<file path="src/rtl/rv_instr_stim_gen.sv">
// Pseudo-random RV32I instruction stream generator (ADDI/ADD/BEQ/JAL).
// A Galois LFSR drives a weighted type pick and the operand fields; words leave over valid/ready.
module rv_instr_stim_gen #(
  parameter int          DATA_WIDTH = 32,
  parameter int          DIR_WIDTH  = 5,
  parameter int          CNT_WIDTH  = 16,
  parameter logic [31:0] LFSR_SEED  = 32'hACE1_2025,
  parameter int unsigned W_ADDI     = 1,
  parameter int unsigned W_ADD      = 1,
  parameter int unsigned W_BEQ      = 1,
  parameter int unsigned W_JAL      = 1
) (
  input  logic                  clk,
  input  logic                  arst,
  input  logic                  start,
  input  logic [CNT_WIDTH-1:0]  num_instr,
  input  logic                  seed_load,
  input  logic [31:0]           seed,
  output logic                  instr_valid,
  input  logic                  instr_ready,
  output logic [DATA_WIDTH-1:0] instruction,
  output logic [1:0]            instr_type,
  output logic                  busy,
  output logic                  done,
  output logic [CNT_WIDTH-1:0]  cnt_addi,
  output logic [CNT_WIDTH-1:0]  cnt_add,
  output logic [CNT_WIDTH-1:0]  cnt_beq,
  output logic [CNT_WIDTH-1:0]  cnt_jal,
  output logic [1:0]            state_dbg
);

  localparam int unsigned W_TOT   = W_ADDI + W_ADD + W_BEQ + W_JAL;
  localparam logic [5:0]  W_TOT_V = 6'(W_TOT);
  localparam logic [5:0]  TH_ADDI = 6'(W_ADDI);
  localparam logic [5:0]  TH_ADD  = 6'(W_ADDI + W_ADD);
  localparam logic [5:0]  TH_BEQ  = 6'(W_ADDI + W_ADD + W_BEQ);

  localparam logic [31:0] LFSR_MASK = 32'h8020_0003;

  localparam logic [1:0] TYPE_ADDI = 2'd0;
  localparam logic [1:0] TYPE_ADD  = 2'd1;
  localparam logic [1:0] TYPE_BEQ  = 2'd2;
  localparam logic [1:0] TYPE_JAL  = 2'd3;

  localparam logic [6:0] OP_IMM    = 7'b0010011;
  localparam logic [6:0] OP_REG    = 7'b0110011;
  localparam logic [6:0] OP_BRANCH = 7'b1100011;
  localparam logic [6:0] OP_JAL    = 7'b1101111;

  generate
    if (DATA_WIDTH != 32) begin : g_bad_data_width
      $error("rv_instr_stim_gen: DATA_WIDTH must be 32");
    end
    if (DIR_WIDTH != 5) begin : g_bad_dir_width
      $error("rv_instr_stim_gen: DIR_WIDTH must be 5");
    end
    if (W_TOT == 0) begin : g_no_weights
      $error("rv_instr_stim_gen: at least one mix weight must be nonzero");
    end
    if (W_ADDI > 15 || W_ADD > 15 || W_BEQ > 15 || W_JAL > 15) begin : g_bad_weight
      $error("rv_instr_stim_gen: mix weights are 4-bit values");
    end
    if (LFSR_SEED == 32'd0) begin : g_zero_seed
      $error("rv_instr_stim_gen: LFSR_SEED must be nonzero");
    end
  endgenerate

  typedef enum logic [1:0] {
    S_IDLE = 2'd0,
    S_RUN  = 2'd1,
    S_DONE = 2'd2
  } state_t;

  state_t               state;
  logic [31:0]          lfsr;
  logic [31:0]          lfsr_next;
  logic [CNT_WIDTH-1:0] issued;
  logic [CNT_WIDTH-1:0] num_lat;
  logic                 xfer;

  // Handshake: a word transfers on any rising edge where instr_valid && instr_ready.
  // While valid is high and ready is low, instruction and instr_type hold steady,
  // because both are pure functions of the LFSR and the LFSR only moves on a transfer.
  assign xfer      = instr_valid && instr_ready;
  assign lfsr_next = lfsr[0] ? ((lfsr >> 1) ^ LFSR_MASK) : (lfsr >> 1);
  assign state_dbg = state;

  logic [13:0] mix_prod;
  logic [5:0]  mix_r;
  logic [1:0]  sel_type;

  // Scale the low LFSR byte into [0, W_TOT) and walk the cumulative weights.
  assign mix_prod = {6'd0, lfsr[7:0]} * {8'd0, W_TOT_V};
  assign mix_r    = mix_prod[13:8];

  always_comb begin
    sel_type = TYPE_JAL;
    if (mix_r < TH_ADDI)     sel_type = TYPE_ADDI;
    else if (mix_r < TH_ADD) sel_type = TYPE_ADD;
    else if (mix_r < TH_BEQ) sel_type = TYPE_BEQ;
  end

  logic [DIR_WIDTH-1:0] rd;
  logic [DIR_WIDTH-1:0] rs1;
  logic [DIR_WIDTH-1:0] rs2;
  logic [12:0]          imm_b;
  logic [20:0]          imm_j;
  logic [31:0]          word;

  assign rd    = lfsr[8 +: DIR_WIDTH];
  assign rs1   = lfsr[13 +: DIR_WIDTH];
  assign rs2   = lfsr[18 +: DIR_WIDTH];
  assign imm_b = {lfsr[31:20], 1'b0};
  assign imm_j = {lfsr[31:12], 1'b0};

  always_comb begin
    word = 32'd0;
    case (sel_type)
      TYPE_ADDI: word = {lfsr[31:20], rs1, 3'b000, rd, OP_IMM};
      TYPE_ADD:  word = {7'b0000000, rs2, rs1, 3'b000, rd, OP_REG};
      TYPE_BEQ:  word = {imm_b[12], imm_b[10:5], rs2, rs1, 3'b000,
                         imm_b[4:1], imm_b[11], OP_BRANCH};
      default:   word = {imm_j[20], imm_j[10:1], imm_j[11], imm_j[19:12], rd, OP_JAL};
    endcase
  end

  assign instruction = word;
  assign instr_type  = sel_type;

  function automatic logic [CNT_WIDTH-1:0] sat_inc(input logic [CNT_WIDTH-1:0] v);
    return (&v) ? v : v + CNT_WIDTH'(1);
  endfunction

  always_ff @(posedge clk or posedge arst) begin
    if (arst) begin
      state       <= S_IDLE;
      lfsr        <= LFSR_SEED;
      instr_valid <= 1'b0;
      busy        <= 1'b0;
      done        <= 1'b0;
      issued      <= '0;
      num_lat     <= '0;
      cnt_addi    <= '0;
      cnt_add     <= '0;
      cnt_beq     <= '0;
      cnt_jal     <= '0;
    end else begin
      case (state)
        S_IDLE, S_DONE: begin
          // A seed load on the same edge as start seeds the run that start begins.
          if (seed_load) lfsr <= (seed == 32'd0) ? LFSR_SEED : seed;
          if (start) begin
            issued   <= '0;
            num_lat  <= num_instr;
            cnt_addi <= '0;
            cnt_add  <= '0;
            cnt_beq  <= '0;
            cnt_jal  <= '0;
            if (num_instr != '0) begin
              state       <= S_RUN;
              instr_valid <= 1'b1;
              busy        <= 1'b1;
              done        <= 1'b0;
            end else begin
              state <= S_DONE;
              done  <= 1'b1;
            end
          end
        end
        S_RUN: begin
          if (xfer) begin
            lfsr   <= lfsr_next;
            issued <= issued + CNT_WIDTH'(1);
            case (sel_type)
              TYPE_ADDI: cnt_addi <= sat_inc(cnt_addi);
              TYPE_ADD:  cnt_add  <= sat_inc(cnt_add);
              TYPE_BEQ:  cnt_beq  <= sat_inc(cnt_beq);
              default:   cnt_jal  <= sat_inc(cnt_jal);
            endcase
            if (issued == num_lat - CNT_WIDTH'(1)) begin
              state       <= S_DONE;
              instr_valid <= 1'b0;
              busy        <= 1'b0;
              done        <= 1'b1;
            end
          end
        end
        default: begin
          state       <= S_IDLE;
          instr_valid <= 1'b0;
          busy        <= 1'b0;
        end
      endcase
    end
  end

endmodule

</file>
<file path="config.mk">
export PLATFORM = sky130hd
export DESIGN_NAME = rv_instr_stim_gen
export DESIGN_NICKNAME = d
export VERILOG_FILES = /design/src/rtl/rv_instr_stim_gen.sv
export SDC_FILE = /design/constraint.sdc
export NUM_CORES = 1
export LEC_CHECK = 0
export CAP_MARGIN = 10
export CORE_ASPECT_RATIO = 0.6
export CORE_MARGIN = 2
export CORE_UTILIZATION = 45
export CTS_CLUSTER_SIZE = 25
export DETAILED_ROUTE_END_ITERATION = 10
export PLACE_DENSITY = 0.72
export REMOVE_ABC_BUFFERS = 1
export SKIP_CTS_REPAIR_TIMING = 1
export SYNTH_ARGS = -nofsm -noshare
export SYNTH_HDL_FRONTEND = slang
export SYNTH_SLANG_ARGS = --single-unit
</file>
<file path="constraint.sdc">
create_clock -name clk -period 12.6 [get_ports clk]
set_clock_uncertainty 0.15 [all_clocks]
set_input_delay 2.52 -clock clk [delete_from_list [all_inputs] [get_ports clk]]
set_output_delay 2.52 -clock clk [all_outputs]
set_load 0.05 [all_outputs]
</file>
==> impl_summary.log, run 1 <==
INFO  metric worst_ep_required_time = 9.93 ns
INFO  metric cts_max_level = 4
INFO  metric slowest_stage = sky130_fd_sc_hd__clkdlybuf4s50_1
INFO  metric result_of_the_run = finished, final reports clean
INFO  metric initial_core_util = 45.8%
INFO  metric die_area = 0.0176 mm^2
INFO  metric cts-buffers-inserted = 17
INFO  metric clk_path_buf_depth = 2
INFO  metric layout_cell_share_with_drive_strength_beyond_1 = between 7 and 8%
INFO  metric tightest_slew = 1.00 ns
INFO  metric hold_viol = 0
INFO  metric core_area = 0.0162 mm^2
INFO  metric grt_pass1_vias = 6330
INFO  metric synth-async-reset-ratio = 100%
INFO  metric cts.clk_slew.worst_paths = 0.06 ns
INFO  metric placement.setup.worst_slack = 6.75 ns
INFO  metric tritonroute_pass_1_iters = 5
INFO  metric max_slew_margin = about a third
INFO  metric place_congestion = around 0.9
INFO  metric synth_warnings = 0
INFO  metric end_kind = output pin
INFO  metric layout_worst_path_cycle_share = 43.6%
INFO  metric cts_tree = built
INFO  metric setup_viol = 0
INFO  metric synth_adder_area_share = 1.01%
INFO  metric worstSetupPathType = register to output pin
INFO  metric cts-root-buf = sky130_fd_sc_hd__clkbuf_16
INFO  metric drt-vias-per-instance = 5.58
INFO  metric synth_xor_area_share = a little under a tenth
INFO  metric syn_to_final_growth = 30.4%
INFO  metric vdd_ir_drop_max = 0.221 mV
INFO  metric rsz0062_at_grt = false
INFO  metric clock_sinks = 132
INFO  metric max-cap-violations = 0
INFO  metric netlist_area = about 0.0074 mm^2
INFO  metric postLayoutSetupSlackWorst = around 7 ns
INFO  metric dominantRegCellSynth = sky130_fd_sc_hd__dfrtp_1
INFO  metric globalRouteOverflowTotal = 0
INFO  metric hold_removal_path_class = register to register
INFO  metric layout_commonest_cell = sky130_fd_sc_hd__clkdlybuf4s50_1
INFO  metric die_w = 170 um
INFO  metric dp_hpwl = 14600 um
INFO  metric max_freq = 182 MHz
INFO  metric detail_route.wl_per_cell = around 17 um
INFO  metric row_count = 36
INFO  metric worstSetupStartpointType = register
INFO  metric grt_max_degree = 93
INFO  metric timing.critical_path.cells = buf_4 -> nor2b_1 -> mux2_2 -> clkdlybuf4s50_1
INFO  metric layout_min_cycle_time = 5.49 ns
INFO  metric portBuffers = between 150 and 200
INFO  metric final.setup.tns = 0 ns
INFO  metric leakage = 0.00403 uW
INFO  metric synth_top_family_by_area = simple AND/OR/NAND/NOR gates
INFO  metric synth_area_per_cell = 8.74 um^2
INFO  metric synthSimpleGateAreaFrac = 25.1%
INFO  metric finalMaxSlewViolations = 0
INFO  metric number_of_enable_type_register_cells_in_the_synthesized_netlist = 0
INFO  metric finish.utilization = around 60%
INFO  metric grt_use_total = 24.7%
INFO  metric drt_drc_violations_left = 0
INFO  metric mostFrequentLayoutCells = 153 x sky130_fd_sc_hd__clkdlybuf4s50_1, 123 x sky130_fd_sc_hd__nand2_1, 120 x sky130_fd_sc_hd__dfrtp_1
INFO  metric grt_pass1_wl = 33900 um
INFO  metric synth-seq-cells = 132
INFO  metric antenna_cells_inserted = 0
INFO  metric final_nets = between 1k and 1.5k
INFO  metric antenna_found_initial = 0
INFO  metric drt_iter0_drc = between 500 and 600
INFO  metric worst-endpoint-arrival = around 2.8 ns
INFO  metric ioPinCount = approximately 160
INFO  metric route.vias.total = 6700
INFO  metric synth.area.mux_share = 2.70%
INFO  metric synth_compound_gate_area_share = 12.7%
INFO  metric synth.distinct_cells = 65
INFO  metric clock_latency = 0.42 ns
INFO  metric antenna_left = 0
INFO  metric postSynthCellCount = 848
INFO  metric max_stage_delay = 0.73 ns
INFO  metric cp_max_fo = 15
INFO  metric yosysSeqAreaShare = 44.8%
INFO  metric die_height = 103 um
INFO  metric totalWireLength = 20600 um
INFO  metric power.density = 228 mW/mm^2
-- logic make-up (layout without fill, tap and decap cells) --
kind of cell | Yosys count | after routing
flops | 132 | 132
xor+xnor | 80 | 80
other cells | 1 | 2
compound gates | 149 | 149
fa+ha+maj | 6 | 6
mux | 19 | 19
buf+inv | 67 | 209
simple gates | 394 | 394
-- sequential cells by signal, indices dropped and copies added, names as in the netlist, 2 cells and up --
signal / cells
num_lat: 16
lfsr: 32
cnt_addi: 16
cnt_add: 16
cnt_jal: 16
state_dbg: 2
issued: 16
cnt_beq: 16
-- area by class of cell --
cell class / instances / area (um^2)
clock inverters: 12 / 176
repair buffers: 161 / 1590
fillers: 1382 / 6500
multi-input cells: 650 / 3800
inverters: 16 / 62.6
clock buffers: 20 / 457
well taps: 209 / 262
flip-flops and latches: 132 / 3320
-- per-layer routing --
layer,track usage [%],vias up,routed length [um]
met3,4.91,17,1530
met5,0,-,0
met4,5.85,0,159
li1,-,3214,-
met2,34.8,250,8510
met1,38.8,3219,10400
-- through the flow --
stage               hold WS, ns  instance area (um^2)  total power (uW)  std cells
floorplan                 0.316                  7170              1320        798
CTS                       0.352                  9670              2210       1200
global placement          0.338                  9040              1650       1168
detailed placement        0.338                  9040              1660       1168
finish                    0.345                  9670              2200       1200
global route              0.379                  9670              2310       1200
-- cell usage after synthesis, types with 2 or more instances --
| cell | count | area [um^2] |
|---|---|---|
| sky130_fd_sc_hd__nand2_1 | 123 | 462 |
| sky130_fd_sc_hd__dfrtp_1 | 120 | 3000 |
| sky130_fd_sc_hd__nor2_1 | 116 | 435 |
| sky130_fd_sc_hd__xor2_1 | 48 | 420 |
| sky130_fd_sc_hd__o21ai_0 | 43 | 215 |
| sky130_fd_sc_hd__a21oi_1 | 41 | 205 |
| sky130_fd_sc_hd__nand3_1 | 40 | 200 |
| sky130_fd_sc_hd__clkbuf_1 | 36 | 135 |
| sky130_fd_sc_hd__xnor2_1 | 32 | 280 |
| sky130_fd_sc_hd__nand4_1 | 23 | 144 |
| sky130_fd_sc_hd__nor3_1 | 19 | 95.1 |
| sky130_fd_sc_hd__nor4_1 | 17 | 106 |
| sky130_fd_sc_hd__a22oi_1 | 16 | 120 |
| sky130_fd_sc_hd__inv_1 | 15 | 56.3 |
| sky130_fd_sc_hd__o22ai_1 | 14 | 87.6 |
| sky130_fd_sc_hd__dfstp_2 | 12 | 315 |
| sky130_fd_sc_hd__or3_1 | 12 | 75.1 |
| sky130_fd_sc_hd__mux2i_1 | 11 | 110 |
| sky130_fd_sc_hd__and3_1 | 8 | 50.1 |
| sky130_fd_sc_hd__mux2_2 | 8 | 90.1 |
| sky130_fd_sc_hd__buf_4 | 7 | 52.6 |
| sky130_fd_sc_hd__nand2b_1 | 7 | 43.8 |
| sky130_fd_sc_hd__a31oi_1 | 6 | 37.5 |
| sky130_fd_sc_hd__ha_1 | 6 | 75.1 |
| sky130_fd_sc_hd__o211ai_1 | 6 | 45.0 |
| sky130_fd_sc_hd__nor2b_1 | 5 | 31.3 |
| sky130_fd_sc_hd__a21o_1 | 4 | 30.0 |
| sky130_fd_sc_hd__buf_6 | 4 | 45.0 |
| sky130_fd_sc_hd__buf_2 | 3 | 15.0 |
| sky130_fd_sc_hd__o31ai_1 | 3 | 22.5 |
| sky130_fd_sc_hd__or4_1 | 3 | 22.5 |
| sky130_fd_sc_hd__and2_1 | 2 | 12.5 |
| sky130_fd_sc_hd__and4_1 | 2 | 17.5 |
| sky130_fd_sc_hd__nand4b_1 | 2 | 17.5 |
| sky130_fd_sc_hd__nor4_4 | 2 | 42.5 |
| sky130_fd_sc_hd__or2_1 | 2 | 12.5 |
| sky130_fd_sc_hd__or2_2 | 2 | 12.5 |
-- where the power goes --
group / switching [uW] / total [uW] / internal, uW
Combinational: 630 / 984 / 354
Clock: 194 / 536 / 342
Sequential: 150 / 680 / 530
-- critical path: cells and delay by family (launching register included) --
family	cells	cell delay, ns
buf+inv	2	1.05
flops	1	0.64
mux	1	0.37
simple gates	1	0.34
-- final timing paths --
kind / startpoint / endpoint / slack (ns) / depth (start not counted)
setup / recovery: lfsr[7]$_DFFE_PP0P_ / instruction[8] / 7.11 / 4
hold / removal: num_lat[15]$_DFFE_PP0P_ / num_lat[15]$_DFFE_PP0P_ / 0.34 / 2
setup reg to reg: lfsr[7]$_DFFE_PP0P_ / cnt_beq[13]$_DFFE_PP0P_ / 9.10 / 7
hold reg to reg: num_lat[15]$_DFFE_PP0P_ / num_lat[15]$_DFFE_PP0P_ / 0.34 / 2
max in group asynchronous: arst / lfsr[11]$_DFFE_PP0P_ / 8.43 / 3
min in group asynchronous: arst / cnt_add[12]$_DFFE_PP0P_ / 2.42 / 2
(Power assumes the default switching activity.)
==> run 2, diff against run 1 <==
Settings changed: PLACE_DENSITY 0.72 to 0.75.
Clock period 12.6 ns to 4.95 ns, I/O delays scaled along.
==> impl_summary.log, run 2 (synthesis results as in run 1) <==
INFO  metric detailroute.wirelength.met2 = 8600 um
INFO  metric tritonroute_pass_1_iters = 5
INFO  metric drt-vias-per-instance = 5.67
INFO  metric worstSetupPathType = register to output pin
INFO  metric routed.top_layer = met4
INFO  metric antenna_cells_inserted = 0
INFO  metric cts-root-buf = sky130_fd_sc_hd__clkbuf_16
INFO  metric worst-endpoint-arrival = 2.82 ns
INFO  metric route.vias.total = 6807
INFO  metric dpl.cell_count = roughly 1.2k
INFO  metric drt_drc_violations_left = 0
INFO  metric cts_tree = built
INFO  metric ff_latch_area = 0.00332 mm^2
INFO  metric place_congestion = 0.901
INFO  metric rsz0062_at_grt = false
INFO  metric worstSetupStartpointType = register
INFO  metric die_area = 0.0176 mm^2
INFO  metric routedLengthMet1 = 10000 um
INFO  metric grt_max_degree = 70
INFO  metric row_count = 36
INFO  metric largest_register = lfsr
INFO  metric filler_cell_count = 1399
INFO  metric route.met3.wl = 1890 um
INFO  metric layout_commonest_cell = sky130_fd_sc_hd__clkdlybuf4s50_1
INFO  metric finalMaxSlewViolations = 0
INFO  metric globalRouteOverflowTotal = 0
INFO  metric final_cell_count_no_fill = 1201
INFO  metric cts-buffers-inserted = 17
INFO  metric die_height = 103 um
INFO  metric portBuffers = 153
INFO  metric antenna_left = 0
INFO  metric clock_sinks = 132
INFO  metric final_nets = about 1.0k
INFO  metric detail_route.wl_per_cell = 17.3 um
INFO  metric clock_latency = 0.42 ns
INFO  metric multiInputGateArea = 0.00380 mm^2
INFO  metric core_area = 0.0162 mm^2
INFO  metric mostFrequentLayoutCells = 153 x sky130_fd_sc_hd__clkdlybuf4s50_1, 123 x sky130_fd_sc_hd__nand2_1, 120 x sky130_fd_sc_hd__dfrtp_1
INFO  metric worst_ep_required_time = 3.81 ns
INFO  metric layout_min_cycle_time = 3.96 ns
INFO  metric antenna_found_initial = 0
INFO  metric grt_pass1_wl = 33100 um
INFO  metric die_w = 170 um
INFO  metric dp_hpwl = 14800 um
INFO  metric power.density = 584 mW/mm^2
INFO  metric grt_use_total = between 20% and 30%
INFO  metric syn_to_final_growth = 31.3%
INFO  metric ioPinCount = 156
INFO  metric vdd_ir_drop_max = between 0.4 and 0.5 mV
INFO  metric hold_viol = 0
INFO  metric max_freq = ~250 MHz
INFO  metric tightest_slew = 0.850 ns
INFO  metric grt_pass1_vias = 6232
INFO  metric initial_core_util = 45.8%
INFO  metric cts.clk_slew.worst_paths = about 0.06 ns
INFO  metric totalWireLength = 20700 um
INFO  metric end_kind = output pin
INFO  metric layout_worst_path_cycle_share = 80.0%
INFO  metric total_power = 5690 uW
INFO  metric cts_max_level = 4
INFO  metric max-cap-violations = 0
INFO  metric cp_max_fo = 28
INFO  metric largest_register_ffs = 32
INFO  metric result_of_the_run = finished, final reports clean
INFO  metric leakage = 0.00406 uW
INFO  metric setup_viol = 0
INFO  metric layout_cell_share_with_drive_strength_beyond_1 = 7.76%
INFO  metric hold_removal_path_class = register to register
INFO  metric clk_path_buf_depth = 2
INFO  metric drt_iter0_drc = about 540
INFO  metric max_slew_margin = 43.4%
run 2: cell types whose count changed in the layout (fill, tap and decap cells not counted):
cell                        change
sky130_fd_sc_hd__clkbuf_1       +1
sky130_fd_sc_hd__clkinv_4       +3
sky130_fd_sc_hd__a21o_1         -1
sky130_fd_sc_hd__buf_12         +1
sky130_fd_sc_hd__inv_6          -2
sky130_fd_sc_hd__bufinv_16      +2
sky130_fd_sc_hd__clkbuf_8       -1
sky130_fd_sc_hd__clkinv_2       -3
sky130_fd_sc_hd__a21o_2         +1
run 2: where the power goes:
part	switching, uW	total (uW)	internal [uW]
logic	1590	2490	899
clock network	487	1450	961
registers	402	1750	1350
run 2: metal layers:
| metal | up-vias | GRT usage [%] |
|---|---|---|
| met5 | - | 0 |
| met4 | 0 | 6.31 |
| met3 | 22 | 6.20 |
| met2 | 307 | 34.2 |
| met1 | 3257 | 36.8 |
| li1 | 3221 | - |
run 2: final timing paths:
path,slack [ns],end,cells past startpoint,startpoint
max,0.99,instruction[29],5,lfsr[6]$_DFFE_PP0P_
min,0.35,num_lat[15]$_DFFE_PP0P_,2,num_lat[15]$_DFFE_PP0P_
max reg2reg,1.89,cnt_jal[15]$_DFFE_PP0P_,7,lfsr[6]$_DFFE_PP0P_
min reg2reg,0.35,num_lat[15]$_DFFE_PP0P_,2,num_lat[15]$_DFFE_PP0P_
max in group asynchronous,2.84,lfsr[10]$_DFFE_PP0P_,3,arst
min in group asynchronous,0.94,cnt_add[11]$_DFFE_PP0P_,2,arst
run 2: per-stage QoR:
step | TNS (ns) | utilization (%) | setup slack [ns] | cell area, um^2 | hold WS, ns
2_1_floorplan | -50.51 | - | -1.06 | 7170 | 0.316
3_3_place_gp | 0 | 56.0 | 1.27 | 9060 | 0.335
3_5_place_dp | 0 | 56.0 | 1.18 | 9060 | 0.336
4_1_cts | 0 | 60.2 | 0.990 | 9730 | 0.351
5_1_grt | 0 | 60.2 | 0.783 | 9730 | 0.389
6_report | 0 | 60.2 | 0.992 | 9730 | 0.347
run 2: critical path: stages (launching register included):
cell                              delay (ns)
sky130_fd_sc_hd__dfrtp_1                0.86
sky130_fd_sc_hd__nand2_2                0.25
sky130_fd_sc_hd__inv_2                  0.27
sky130_fd_sc_hd__nand2_1                0.07
sky130_fd_sc_hd__o21ai_0                0.09
sky130_fd_sc_hd__clkdlybuf4s50_1        0.85
run 2: layout make-up:
| class | count | area share (%) |
|---|---|---|
| Multi-Input combinational cell | 650 | 39.1 |
| Sequential cell | 132 | 34.1 |
| Timing Repair Buffer | 162 | 16.6 |
| Clock buffer | 20 | 4.59 |
| Tap cell | 209 | 2.69 |
| Clock inverter | 12 | 2.37 |
| Inverter | 16 | 0.643 |
